## config.mk

```make
export PLATFORM = sky130hd
export DESIGN_NAME = wb_trace_buffer
export DESIGN_NICKNAME = d
export VERILOG_FILES = /design/src/rtl/wb_trace_buffer_pkg.sv /design/src/rtl/wb_trace_buffer_fifo.sv /design/src/rtl/wb_trace_buffer.sv
export SDC_FILE = /design/constraint.sdc
export NUM_CORES = 1
export LEC_CHECK = 0
export ABC_AREA = 1
export CAP_MARGIN = 25
export CORE_AREA = 5 5 319 447
export CTS_BUF_LIST = sky130_fd_sc_hd__clkbuf_4 sky130_fd_sc_hd__clkbuf_8 sky130_fd_sc_hd__clkbuf_16
export DETAILED_ROUTE_END_ITERATION = 6
export DIE_AREA = 0 0 324 452
export DONT_BUFFER_PORTS = 1
export GPL_TIMING_DRIVEN = 1
export HOLD_SLACK_MARGIN = 0.15
export MAX_ROUTING_LAYER = met4
export SYNTH_ARGS = -nofsm -noshare
export SYNTH_HDL_FRONTEND = slang
export SYNTH_SLANG_ARGS = --single-unit
```

## constraint.sdc

```tcl
create_clock -name Clk -period 7.6 [get_ports Clk]
set_input_delay 1.14 -clock Clk [delete_from_list [all_inputs] [get_ports Clk]]
set_output_delay 1.14 -clock Clk [all_outputs]
set_load 0.01 [all_outputs]
```

## src/rtl/wb_trace_buffer_pkg.sv

```systemverilog
// Shared types and constants for the writeback trace buffer.
// Includes the stream FSM encoding and the saturating drop counter helper.
package wb_trace_buffer_pkg;

  localparam int TRACE_W = 64;
  localparam int DROP_W  = 16;

  typedef enum logic [1:0] {
    ST_IDLE      = 2'd0,
    ST_SEND_PC   = 2'd1,
    ST_SEND_DATA = 2'd2
  } state_e;

  function automatic logic [DROP_W-1:0] sat_inc(input logic [DROP_W-1:0] v);
    return (v == {DROP_W{1'b1}}) ? v : v + DROP_W'(1);
  endfunction

endpackage

```

## src/rtl/wb_trace_buffer_fifo.sv

```systemverilog
// Synchronous FIFO with an asynchronous active-high reset.
// The read data shows the head entry combinationally; a push while full succeeds only when a pop happens on the same edge.
module sync_fifo #(
  parameter int DEPTH = 16,
  parameter int AW    = 4,
  parameter int W     = 64
) (
  input  logic          clk,
  input  logic          rst,
  input  logic          push,
  input  logic          pop,
  input  logic [W-1:0]  wdata,
  output logic [W-1:0]  rdata,
  output logic          full,
  output logic          empty,
  output logic [AW:0]   count
);

  logic [W-1:0]  mem_q [DEPTH];
  logic [AW-1:0] wptr_q, wptr_d;
  logic [AW-1:0] rptr_q, rptr_d;
  logic [AW:0]   count_q, count_d;
  logic          do_push, do_pop;

  assign full    = (count_q == (AW+1)'(DEPTH));
  assign empty   = (count_q == '0);
  assign count   = count_q;
  assign rdata   = mem_q[rptr_q];
  assign do_pop  = pop && !empty;
  assign do_push = push && (!full || do_pop);

  always_comb begin
    wptr_d  = wptr_q + AW'(do_push);
    rptr_d  = rptr_q + AW'(do_pop);
    count_d = count_q + (AW+1)'(do_push) - (AW+1)'(do_pop);
  end

  always_ff @(posedge clk or posedge rst) begin
    if (rst) begin
      wptr_q  <= '0;
      rptr_q  <= '0;
      count_q <= '0;
    end else begin
      wptr_q  <= wptr_d;
      rptr_q  <= rptr_d;
      count_q <= count_d;
    end
  end

  // Storage needs no reset: the pointers and count decide what is valid.
  always_ff @(posedge clk) begin
    if (do_push) mem_q[wptr_q] <= wdata;
  end

endmodule

```

## src/rtl/wb_trace_buffer.sv

```systemverilog
// Captures {PC, writeback data} pairs and streams each one as a PC word followed by a data word.
// A stalled sink never back-pressures the CPU; captures that find no room are dropped and counted.
module wb_trace_buffer
  import wb_trace_buffer_pkg::*;
#(
  parameter int DEPTH       = 16,
  parameter int AW          = 4,
  parameter bit CHANGE_ONLY = 1'b0
) (
  input  logic              Clk,
  input  logic              Reset,
  input  logic [31:0]       PCResult,
  input  logic [31:0]       WbData,
  input  logic              WbValid,
  output logic [31:0]       OutData,
  output logic              OutIsPC,
  output logic              OutValid,
  input  logic              OutReady,
  output logic [AW:0]       Count,
  output logic              Overflow,
  output logic [DROP_W-1:0] DropCount,
  input  logic              ClearOverflow
);

  logic [TRACE_W-1:0] cap_pair, fifo_rdata;
  logic [TRACE_W-1:0] last_q, last_d;
  logic               first_q, first_d;
  logic               want, fifo_push, fifo_pop, fifo_full, fifo_empty, drop, load;
  state_e             state_q, state_d;
  logic               out_valid_q, out_valid_d;
  logic               out_is_pc_q, out_is_pc_d;
  logic [31:0]        out_data_q, out_data_d;
  logic [31:0]        hold_data_q, hold_data_d;
  logic               overflow_q, overflow_d;
  logic [DROP_W-1:0]  drop_count_q, drop_count_d;

  assign cap_pair = {PCResult, WbData};

  sync_fifo #(
    .DEPTH(DEPTH),
    .AW   (AW),
    .W    (TRACE_W)
  ) u_fifo (
    .clk  (Clk),
    .rst  (Reset),
    .push (fifo_push),
    .pop  (fifo_pop),
    .wdata(cap_pair),
    .rdata(fifo_rdata),
    .full (fifo_full),
    .empty(fifo_empty),
    .count(Count)
  );

  always_comb begin
    state_d     = state_q;
    out_valid_d = out_valid_q;
    out_is_pc_d = out_is_pc_q;
    out_data_d  = out_data_q;
    hold_data_d = hold_data_q;
    fifo_pop    = 1'b0;
    load        = 1'b0;
    case (state_q)
      ST_IDLE: begin
        if (!fifo_empty) load = 1'b1;
      end
      ST_SEND_PC: begin
        if (OutReady) begin
          state_d     = ST_SEND_DATA;
          out_is_pc_d = 1'b0;
          out_data_d  = hold_data_q;
        end
      end
      ST_SEND_DATA: begin
        if (OutReady) begin
          if (!fifo_empty) begin
            load = 1'b1;
          end else begin
            state_d     = ST_IDLE;
            out_valid_d = 1'b0;
            out_is_pc_d = 1'b0;
            out_data_d  = '0;
          end
        end
      end
      default: begin
        state_d     = ST_IDLE;
        out_valid_d = 1'b0;
        out_is_pc_d = 1'b0;
        out_data_d  = '0;
      end
    endcase
    // Loading the next entry happens from IDLE or straight after a data handshake.
    if (load) begin
      fifo_pop    = 1'b1;
      state_d     = ST_SEND_PC;
      out_valid_d = 1'b1;
      out_is_pc_d = 1'b1;
      out_data_d  = fifo_rdata[TRACE_W-1:32];
      hold_data_d = fifo_rdata[31:0];
    end
  end

  always_comb begin
    want         = WbValid && (!CHANGE_ONLY || first_q || (cap_pair != last_q));
    fifo_push    = want && (!fifo_full || fifo_pop);
    drop         = want && !fifo_push;
    first_d      = fifo_push ? 1'b0 : first_q;
    last_d       = fifo_push ? cap_pair : last_q;
    overflow_d   = overflow_q;
    drop_count_d = drop_count_q;
    if (ClearOverflow) begin
      overflow_d   = 1'b0;
      drop_count_d = '0;
    end
    // A drop in the same cycle as a clear must still be recorded.
    if (drop) begin
      overflow_d   = 1'b1;
      drop_count_d = sat_inc(ClearOverflow ? '0 : drop_count_q);
    end
  end

  always_ff @(posedge Clk or posedge Reset) begin
    if (Reset) begin
      state_q      <= ST_IDLE;
      out_valid_q  <= 1'b0;
      out_is_pc_q  <= 1'b0;
      out_data_q   <= '0;
      hold_data_q  <= '0;
      overflow_q   <= 1'b0;
      drop_count_q <= '0;
      first_q      <= 1'b1;
      last_q       <= '0;
    end else begin
      state_q      <= state_d;
      out_valid_q  <= out_valid_d;
      out_is_pc_q  <= out_is_pc_d;
      out_data_q   <= out_data_d;
      hold_data_q  <= hold_data_d;
      overflow_q   <= overflow_d;
      drop_count_q <= drop_count_d;
      first_q      <= first_d;
      last_q       <= last_d;
    end
  end

  assign OutValid  = out_valid_q;
  assign OutIsPC   = out_is_pc_q;
  assign OutData   = out_data_q;
  assign Overflow  = overflow_q;
  assign DropCount = drop_count_q;

endmodule

```

==> out/qor.yml <==
synth:
  yosys_warnings: 0
  synth_top_area_cell: "edfxtp_1"
  syn_nets: 3748
  seq_area_frac_synth: 0.734
  syn_inst: 3669
  ys_ff_latch: 1121
  avgSynthCellArea_um2: 12.3
  synth.cell_area_um2: 45200
  synth_top_cells_by_area: "edfxtp_1 (68%), nor2_1 (6.7%), dfrtp_1 (5.4%), o21ai_0 (5.2%), o211ai_1 (3.4%)"
  synthDistinctLibCells: 33
  yosysTopAreaCellShare: 0.680
placement:
  numPortBuffers: 0
  placed_cells: 5281
  hpwlAfterDp_um: 65500
  gp_congestion: 0.820
layout:
  instances_no_fill: 5466
  nets: 3660
  final_cell_mix: "edfxtp_1 (1024), nor2_1 (788), o21ai_0 (466)"
  multiInputGateArea_um2: 10500
  drive_above_1_share: 0.0699
  final_util: 0.363
  syn2layout_area_growth_pct: 11.0
  regArea_um2: 33200
  fillCellCount: 13200
  layout_commonest_cell: "edfxtp_1"
global_routing:
  grt_pass1_wl_um: 175000
  grt_usage: 0.162
  grt_max_degree: 204
  antenna_found_initial: 1
  grt_pass1_vias: 27200
  gr-total-overflow: 0
power:
  p_leak_uw: 0.0168
  p_total_uw: 19500
  power.density_nw_per_um2: 389
  irDropWorstVdd_mv: 0.298
floorplan:
  ios: 125
  die_x_um: 324
  fp.dieH_um: 452
  start_util: 0.327
  coreArea_um2: 138000
  rows: 162
  die_area_um2: 146000
worst_setup_path:
  startpoint_type: "flip-flop"
  ff2ff_setup_slack_ns: 3.98
  required_ns: 7.92
  worstSetupPathType: "reg -> reg"
  worstRegToRegCells: 8
  path_max_fanout: 41
  critPathCaptureType: "flip-flop"
  cp.arrival_ns: 3.94
timing:
  finClkSkew_ns: 0.0374
  worstMarginPinSlew_ns: 1.09
  final.setup.tns_ns: 0
  finalHoldViolations: 0
  rsz0062_at_grt: "no"
  post-route-min-period_ns: 3.62
  finalSetupViolCount: 0
  slew_headroom: 0.273
  fin_crit_sh: 0.477
  max_freq_mhz: 276
  drv_slew: 0
  hold_ws_ns: 0.318
route:
  routed_wl_um: 118000
  drtIter0Drc: 2389
  route.vias.total: 27700
  first_pass_iters: 5
  antenna_left: 0
  vias_per_cell: 5.07
  drc: 0
  wl_per_cell_um: 21.5
clock_network:
  cts.path.max_buffers: 3
  clkSlewWorstSetupHoldPaths_ns: 0.07
  clk_latency_ns: 0.72
  cts_hold_repair.buffers: 0
  cts_buffers: 101
  cts_root_buf: "clkbuf_16"
  cts.repair.resized: 0
  cts-htree-levels: 3
  cts_setup_buffers: 0
  cts_tree: "yes"
  cts_sinks: 1121
outcome:
  status: "completed"
run:
  cap_violations: 0
worst_hold_path:
  hold_path.class: "in -> async"
[synthesized netlist by cell type]
library cell,n
clkinv_1,2
a21oi_4,1
nor2_1,805
inv_2,5
nor3_1,1
buf_4,13
nand3_2,2
xor2_1,15
fa_1,1
nand4_1,9
a21boi_0,1
clkbuf_2,5
o211ai_1,204
buf_6,32
inv_1,87
buf_2,51
xnor2_1,1
dfrtp_1,97
edfxtp_1,1024
ha_1,9
a21boi_1,30
buf_12,1
a21oi_1,43
clkbuf_1,120
o21ai_1,63
nor2_2,3
nand3b_1,4
nand2_1,374
clkbuf_8,2
buf_8,1
buf_1,10
o21ai_0,466
nand3_1,187
[metal layers]
layer / track usage / vias up / wire, um
met5: - / - / 0
met1: 0.191 / 13800 / 45900
met4: 0.0589 / 0 / 4290
met3: 0.0454 / 212 / 9410
li1: - / 12900 / -
met2: 0.265 / 799 / 57900
[cells by family (layout without fill, tap and decap cells)]
logic type / count (synthesis) / in the layout / synth area share
buf+inv: 329 / 320 / 0.0363
other cells: 0 / 2 / 0
fa+ha+maj: 10 / 10 / 0.00293
simple gates: 1385 / 1385 / 0.121
flops: 1121 / 1121 / 0.734
xor+xnor: 16 / 16 / 0.00310
compound gates: 808 / 808 / 0.103
[worst max-delay path, stage by stage, from the launching register on]
cell,delay (ns)
dfrtp_1,0.42
inv_1,0.08
ha_1,0.22
nand4_1,0.15
nand2_2,0.09
a21oi_4,0.33
nand3_1,0.40
nor2_4,0.76
buf_4,0.72
[layout make-up]
class                   count  area share
repair buffers             44     0.00847
clock inverters            50      0.0124
flip-flops and latches   1121       0.661
multi-input cells        2219       0.210
well taps                1804      0.0449
diodes                      2   0.0000997
inverters                  94     0.00740
clock buffers             132      0.0559
[flip-flops by register name, indices dropped and copies added, names as in the netlist]
register,cells
u_fifo.mem_q,1024
OutData,32
hold_data_q,32
DropCount,16
u_fifo.count,5
u_fifo.rptr_q,4
u_fifo.wptr_q,4
state_q,2
OutValid,1
Overflow,1
[final timing paths]
check                                 from              endpoint
hold reg to reg             hold_data_q[4]        hold_data_q[4]
setup / recovery           u_fifo.count[2]  u_fifo.mem_q[14][62]
hold / removal                       Reset          DropCount[8]
max in group asynchronous            Reset      u_fifo.rptr_q[2]
setup reg to reg           u_fifo.count[2]  u_fifo.mem_q[14][62]
min in group Clk            hold_data_q[4]        hold_data_q[4]
[where the power goes]
group	total, uW	leakage (uW)	internal [uW]	switching (uW)
clock	5270	0.00170	3000	2270
combinational	6100	0.00469	1660	4440
sequential	8160	0.0105	7560	596
[metrics by stage]
step                instance area [um2]  worst slack, ns
floorplan                         45200             2.39
global placement                  46800             3.42
detailed placement                46800             3.41
CTS                               50200             3.97
global route                      50200             3.74
finish                            50200             3.98
Power figures use the tool's default switching activity.
